**config.mk**
```make
export PLATFORM = sky130hd
export DESIGN_NAME = fetch_queue
export DESIGN_NICKNAME = d
export VERILOG_FILES = /design/src/rtl/fetch_queue.sv
export SDC_FILE = /design/constraint.sdc
export NUM_CORES = 1
export LEC_CHECK = 0
export ABC_CLOCK_PERIOD_IN_PS = 5100
export BUFFER_PORTS_ARGS = -buffer_cell sky130_fd_sc_hd__buf_2
export CORE_ASPECT_RATIO = 1.25
export CORE_UTILIZATION = 25
export CTS_CLUSTER_SIZE = 14
export DETAILED_ROUTE_END_ITERATION = 10
export GPL_ROUTABILITY_DRIVEN = 1
export PLACE_DENSITY = 0.49
export SYNTH_ARGS = -nofsm -noshare
export SYNTH_HDL_FRONTEND = slang
export SYNTH_SLANG_ARGS = --single-unit
```
**constraint.sdc**
```tcl
create_clock -name phi1 -period 5.1 [get_ports phi1]
set_clock_uncertainty 0.15 [all_clocks]
set_input_delay 0.255 -clock phi1 [delete_from_list [all_inputs] [get_ports phi1]]
set_output_delay 0.255 -clock phi1 [all_outputs]
set_load 0.02 [all_outputs]
```
**src/rtl/fetch_queue.sv**
```systemverilog
// Prefetching 6502 instruction fetcher: byte queue plus length decode.
// Optional FETCH_PERF_EN adds perf_instr / perf_stall counters.
`ifndef INSTRUCTION_BASE
`define INSTRUCTION_BASE '0
`endif

module fetch_queue #(
    parameter int ADDR_WIDTH = 16,
    parameter int REG_WIDTH = 8,
    parameter int DEPTH = 4,
    parameter logic [ADDR_WIDTH-1:0] RESET_PC = `INSTRUCTION_BASE
) (
    input  logic                   phi1,
    input  logic                   reset,
    input  logic                   halt,
    input  logic                   redirect,
    input  logic [ADDR_WIDTH-1:0]  redirect_pc,
    output logic                   mem_rd,
    output logic [ADDR_WIDTH-1:0]  mem_addr,
    input  logic [REG_WIDTH-1:0]   mem_data,
    output logic                   instr_valid,
    input  logic                   instr_ready,
    output logic [REG_WIDTH-1:0]   opcode,
    output logic [2*REG_WIDTH-1:0] operand,
    output logic [1:0]             instr_len,
    output logic [ADDR_WIDTH-1:0]  instr_pc,
    output logic [ADDR_WIDTH-1:0]  pc_next
`ifdef FETCH_PERF_EN
    ,
    output logic [15:0]            perf_instr,
    output logic [15:0]            perf_stall
`endif
);

    localparam int PW = (DEPTH > 1) ? $clog2(DEPTH) : 1;
    localparam int CW = $clog2(DEPTH + 1);

    typedef enum logic {
        RUN,
        HALTED
    } state_t;

    state_t state;
    state_t state_next;

    logic [REG_WIDTH-1:0]  q_data [DEPTH];
    logic [ADDR_WIDTH-1:0] q_addr [DEPTH];

    logic [PW-1:0]         head;
    logic [CW-1:0]         count;
    logic                  pending;
    logic [ADDR_WIDTH-1:0] pend_addr;
    logic [ADDR_WIDTH-1:0] fetch_pc;

    logic                  fetch_en;
    logic                  issue;
    logic                  push;
    logic                  pop;
    logic [1:0]            len;
    logic [PW-1:0]         tail;
    logic [PW-1:0]         idx1;
    logic [PW-1:0]         idx2;

    // Circular index: base + off never reaches 2*DEPTH here.
    function automatic logic [PW-1:0] slot(
        input logic [PW-1:0] base,
        input int            off
    );
        int s;
        s = int'(base) + off;
        if (s >= DEPTH)
            s = s - DEPTH;
        return PW'(s);
    endfunction

    function automatic logic [1:0] decode_len(
        input logic [REG_WIDTH-1:0] op
    );
        logic [1:0] n;
        n = 2'd1;
        unique case (op[1:0])
            2'b01: begin
                if (op[4:2] == 3'b011 || op[4:2] == 3'b110 ||
                    op[4:2] == 3'b111)
                    n = 2'd3;
                else
                    n = 2'd2;
            end
            2'b11: n = 2'd1;
            default: begin
                case (op[4:2])
                    3'b000: begin
                        if (op == REG_WIDTH'('h20))
                            n = 2'd3;
                        else if (op == '0 ||
                                 op == REG_WIDTH'('h40) ||
                                 op == REG_WIDTH'('h60))
                            n = 2'd1;
                        else
                            n = 2'd2;
                    end
                    3'b001, 3'b101: n = 2'd2;
                    3'b010, 3'b110: n = 2'd1;
                    3'b011, 3'b111: n = 2'd3;
                    default: n = op[1] ? 2'd1 : 2'd2;
                endcase
            end
        endcase
        return n;
    endfunction

    always_ff @(posedge phi1) begin
        if (reset)
            state <= RUN;
        else
            state <= state_next;
    end

    // halt takes effect in the same cycle it is raised.
    always_comb begin
        state_next = state;
        if (halt)
            state_next = HALTED;
        else
            state_next = RUN;
        fetch_en = (state_next == RUN);
    end

    always_comb begin
        tail  = slot(head, int'(count));
        idx1  = slot(head, 1);
        idx2  = slot(head, 2);
        len   = decode_len(q_data[head]);
        instr_valid = (count != '0) &&
                      (int'(count) >= int'(len));
        issue = fetch_en && !redirect && !reset &&
                (int'(count) + int'(pending) < DEPTH);
        push  = pending && !redirect && !reset;
        pop   = instr_valid && instr_ready &&
                !redirect && !reset;
        mem_rd   = issue;
        mem_addr = fetch_pc;
    end

    always_comb begin
        opcode    = '0;
        operand   = '0;
        instr_len = 2'd1;
        instr_pc  = '0;
        pc_next   = '0;
        if (instr_valid) begin
            opcode    = q_data[head];
            instr_len = len;
            instr_pc  = q_addr[head];
            pc_next   = q_addr[head] + ADDR_WIDTH'(len);
            if (len == 2'd3)
                operand = {q_data[idx2], q_data[idx1]};
            else if (len == 2'd2)
                operand = {{REG_WIDTH{1'b0}}, q_data[idx1]};
        end
    end

    always_ff @(posedge phi1) begin
        if (reset) begin
            fetch_pc  <= RESET_PC;
            head      <= '0;
            count     <= '0;
            pending   <= 1'b0;
            pend_addr <= '0;
        end else if (redirect) begin
            fetch_pc <= redirect_pc;
            head     <= '0;
            count    <= '0;
            pending  <= 1'b0;
        end else begin
            if (issue) begin
                fetch_pc  <= fetch_pc + ADDR_WIDTH'(1);
                pend_addr <= fetch_pc;
            end
            pending <= issue;
            if (pop)
                head <= slot(head, int'(len));
            count <= CW'(int'(count) + int'(push) -
                         (pop ? int'(len) : 0));
        end
    end

    // Storage needs no reset: count gates every read.
    always_ff @(posedge phi1) begin
        if (push) begin
            q_data[tail] <= mem_data;
            q_addr[tail] <= pend_addr;
        end
    end

`ifdef FETCH_PERF_EN
    always_ff @(posedge phi1) begin
        if (reset) begin
            perf_instr <= '0;
            perf_stall <= '0;
        end else begin
            if (pop && perf_instr != 16'hFFFF)
                perf_instr <= perf_instr + 16'd1;
            if (instr_ready && !instr_valid &&
                perf_stall != 16'hFFFF)
                perf_stall <= perf_stall + 16'd1;
        end
    end
`endif

endmodule

```
After elaboration in Yosys (flattened, before gate mapping)
Memory sizes are Yosys's and may differ from the RTL's. A register that Yosys moved wholly into a read port is not among the register bits.
Index checks and enable logic that the tools add are counted.

word-level totals
  flip-flop bits (word level) = 38
  memory bits (writable) = 96
  bits of input ports = 29
  output and inout port bits = 76
  logic and storage cells = 92
  memories = 2

memories
  memory  words  bits a word  rd ports  clocked after Yosys merged registers in  wr ports  line  source
  q_addr  4      16           1         1                                        1         47    logic [ADDR_WIDTH-1:0] q_addr [DEPTH];
  q_data  4      8            3         1                                        1         46    logic [REG_WIDTH-1:0] q_data [DEPTH];

operators by class
  add/subtract/negate cells = 13
  magnitude comparators = 6
  eq/ne operators = 13
  mux-type cells = 27
  bitwise logic cells = 2
  reduce and logical (&&, ||, !) cells = 24

operators by type and width
  operator                 number
  $mux W16                 6
  $mux W2                  13
  $add A16 B1 Y16 const B  1
  $add A16 B2 Y16          1
  $eq A8 B7 Y1 const B     2
  $mux W8                  2
  $eq A3 B3 Y1 const B     3
  $ge A3 B3 Y1 const B     3
  $logic_and A1 B1 Y1      9
  $eq A8 B6 Y1 const B     1
  $logic_not A8 Y1         1
  $pmux W2 S4              1
  $reduce_or A2 Y1         4
  $sub A2 B1 Y2 const B    4
  $eq A2 B2 Y1 const B     3
  $eq A3 B2 Y1 const B     2
  $add A2 B3 Y4            1
  $add A3 B1 Y4            1
  $ge A4 B3 Y1 const B     1
  $logic_or A1 B1 Y1       4
  $lt A4 B3 Y1 const B     1
  $mux W1                  4
  $pmux W2 S2              1
  $add A2 B1 Y3 const B    1
  13 further kinds         15

Longest topological paths before layout
  depth in word-level cells = 14
  gate-level depth with buffers = 23
  gate-level depth less buffers = 21

Worst setup path after synthesis
No wires, ideal clock.

  kind = flip-flop to flip-flop
  start point = register with a tool-made name
  end point = register count[2]
  setup time = 0.115 ns
  data arrival time = 4.327 ns
  slack = 0.508 ns
  stages on the path, launching flop included = 23
  buffers on the path = 5
  path through = dfxtp_1 buf_6 buf_12 mux4_2 nand2b_1 a2111o_1 nand2_1 buf_2 inv_1 ha_1 a21oi_1 nor2_1 nor2_1 inv_1 clkbuf_1 clkbuf_1 nand4_1 ha_1 inv_1 fa_1 xor2_1 xnor2_1 nor2_1

RTL lines
  item                  line  source
  end signal, assigned  183   count <= CW'(int'(count) + int'(push) -
  end, declared         50    logic [CW-1:0] count;

==> results.md <==
- Most common cell after layout, fill and taps aside: buf_2
- Highest clock frequency the design can meet: between 200 and 250 MHz
- Data required time at the worst endpoint: roughly 5.3 ns
- Number of vias per cell after detailed routing: ~4.6
- Number of flip-flops and latches in the synthesized netlist: around 140
- Number of library cell types mapped by synthesis: 46
- Footprint of the multi-input gates: 2690 sq um
- Final Net Count: 682
- Flop2flop setup slack: about 0.40 ns
- Overall global routing resource usage: around an eighth
- Clk sinks: approximately 140
- Critical path arrival: between 4 and 5 ns
- Worst Setup Start Kind: flop
- Slowest stage cell on the critical path: mux4_1
- Weighted congestion reported at the end of routability-driven placement: 0.810
- Maximum fanout count along the critical path: 9
- Crit share post-route: ~92%
- Proportion of layout cells with a drive suffix above 1: approximately 28%
- Final standard cell area without fillers: 8240 sq um
- Maximum clock path buffer count: 2
- Dominant synthesized flop cell: edfxtp_1
- TritonCTS clock tree: done
- Final count of hold timing violations: 0
- Post-DRT Antenna Nets: 0
- Leak: between 3 and 4 nW
- Initial antenna violation count: 0
- Root Buffer: clkbuf_16
- Cell total after placement: about 930
- DRC violation total after the first TritonRoute iteration: between 150 and 200
- Simple-gate area share of the yosys netlist: roughly 14%
- Sequential area share after synthesis: 56.3%
- Cell area after synthesis: 6550 sq um
- Summed negative setup slack over all endpoints: 0 ns
- Relative slew slack: 32.6%
- Storage element area: 3680 sq um
- Total number of vias: ~4600
- Cells along the critical path: mux4_1 > a21o_1 > a221o_1 > a21o_1 > ha_1 > nand2b_1 > a21oi_1 > nor2_1 > nor2_1 > inv_1 > nand2_1 > nor3b_1 > ha_1 > inv_1 > ha_1 > inv_1 > fa_1 > xor2_1 > xnor2_1 > nor2_1
- Pin count of the biggest net entering global routing: 39
- Post-synth EDFFs: 96
- Clock latency reported for the late side of the worst-skew pair: 0.42 ns
- Placeable Area: about 25000 sq um
- Setup violators final: 0
- Proportion of synthesized area in mux cells: between 10% and 20%
- Transition time at the pin with the least slew margin: about 1.0 ns
- Antenna Diode Count: 0
- Count of boundary I/O pins: about 110
- Global-route wire length before repair: approximately 26 mm
- IO Port Bufs: 104
- Total power per unit cell area: approximately 300 nW/um^2
- Final-layout fill cell count: 2535
- Via count of the first global-routing pass: about 4700
- Fraction of registers with async set or reset after synthesis: 0%
- Avg Cell Area, Syn: 12.8 sq um
- Worst path buffer plus inverter count: 3
- Clock buffer count from CTS: 17
- Number of placement rows: 65
- Die H: 183 microns
- Most frequent cells in the layout: buf_2, edfxtp_1, nand2_1
- Crit path max-delay family: adder cells
- Routed length per placed instance: ~17 microns
- Post-synthesis share of cell area spent on xor and xnor gates: around 2.4%
- Area added between synthesis and finish: 25.9%
- Peak ir drop on the vdd network: between 0.2 and 0.25 mV
- Detailed-route wire length: approximately 17 mm
- Critical Setup Path Class: flop to flop
- Run status: completed
- Period minus WS final: roughly 4.7 ns
- Starting density of the core: roughly 26%
- Nets in the synthesized netlist: about 550
- DRC violation count after routing: 0
- Compound-cell area share of the yosys netlist: 7.03%
- RSZ-0062 raised after global routing: false
- Placed wire-length estimate: 11.4 mm
- Cell area reported after detailed placement: approximately 7500 sq um
- Dominant combinational cell family by area after synthesis: multiplexers
- DIE AREA: 26800 sq um
- Clock-pin slew reported for the worst setup and hold paths after clock tree synthesis: 0.06 ns
- Die span in x: roughly 150 microns
- Final non-filler cell total: 989
- Type of the most critical hold path: primary input to flop
- Mapped Cells: slightly above 500
- Utilization after layout: ~32%
- H-tree level count: 4
- Count of synthesis-stage warnings from yosys: 0
- Overall overflow remaining after global route: 0
- CP endpoint kind: flop
- Maximum cell stage delay along the critical path: 0.72 ns
- First-pass detailed-route iteration total: 4
- Post-synthesis share of cell area spent on full adders, half adders and majority gates: under 10%
- Overall power: 2.44 mW
- Max-cap violations: 0
- Number of pins with negative max-slew slack in the final report: 0
[per-layer routing]
metal / GRT usage [%] / part of all wire (%) / vias up
li1: - / - / 2183
met1: 14.3 / 41 / 2238
met2: 23.3 / 53 / 150
met3: 3.01 / 5.1 / 14
met4: 4.88 / 1.3 / 0
met5: 0 / 0 / -
[synth_stat cells (7+ instances only)]
master | n | area, sq um
xor2_1 | 10 | 87.6
clkbuf_1 | 20 | 75.1
ha_1 | 10 | 125
nand3_1 | 16 | 80.1
nor2_1 | 45 | 169
nor3_1 | 7 | 35.0
mux4_1 | 11 | 289
o21ai_0 | 13 | 65.1
edfxtp_1 | 96 | 2880
xnor2_1 | 8 | 70.1
nand2_1 | 50 | 188
a21oi_1 | 36 | 180
nor2b_1 | 11 | 68.8
and2_1 | 27 | 169
inv_1 | 15 | 56.3
mux4_2 | 29 | 653
and3_1 | 10 | 62.6
dfxtp_1 | 40 | 801
[worst paths after layout]
kind,from,to,depth (start not counted)
worst max-delay path,flop,count[2],20
worst min-delay path,redirect_pc[0],mem_addr[0],4
worst max register to register,flop,count[2],20
worst min register to register,pend_addr[6],pend_addr[6],2
[power by group]
group / leakage (nW) / switching (mW) / internal, mW / total (mW)
Combinational: 1.59 / 0.0549 / 0.0413 / 0.0962
Clock: 0.277 / 0.506 / 0.641 / 1.15
Sequential: 1.31 / 0.0156 / 1.19 / 1.20
Total: 3.18 / 0.577 / 1.87 / 2.44
[what timing repair did]
item,in CTS,in global routing
hold endpoints to repair,47,0
resized for setup,0,0
hold buffers,23,0
buffers inserted,0,0
[logic make-up (layout without fill, tap and decap cells)]
group                      after synthesis  after routing
AOI/OAI and AO/OA                       73             73
xor gates and xnor gates                18             18
adders and majority gates               12             12
buffers and inverters                   43            185
DFF                                    136            136
muxes                                   41             41
and+or+nand+nor                        189            189
[state kept, by name (all words and copies together) (netlist names), named ones only]
name and count:
head 2, q_addr 64, q_data 32, mem_addr 16, count 3, pend_addr 16, pending 1
[final cells by class]
class	count	area share (%)
Inverter	16	0.729
Multi-Input combinational cell	333	32.7
Tap cell	335	5.09
Sequential cell	136	44.7
Timing Repair Buffer	137	10.0
Clock inverter	15	1.64
Clock buffer	17	5.16
[stage by stage]
step	hold WS [ns]	worst slack [ns]
2_1_floorplan	0.204	0.508
3_5_place_dp	0.322	0.398
3_3_place_gp	0.321	0.580
5_1_grt	0.0401	0.0603
4_1_cts	0.0231	0.318
6_report	0.0378	0.399
[worst register-to-register path: cells and delay by family (launching register included)]
family / cells / cell delay (ns)
buffers and inverters: 3 / 0.18
xor gates and xnor gates: 2 / 0.35
DFF: 1 / 0.63
adders and majority gates: 4 / 1.07
muxes: 1 / 0.72
AOI/OAI and AO/OA: 4 / 0.90
and+or+nand+nor: 6 / 0.60
Power figures use the tool's default switching activity.
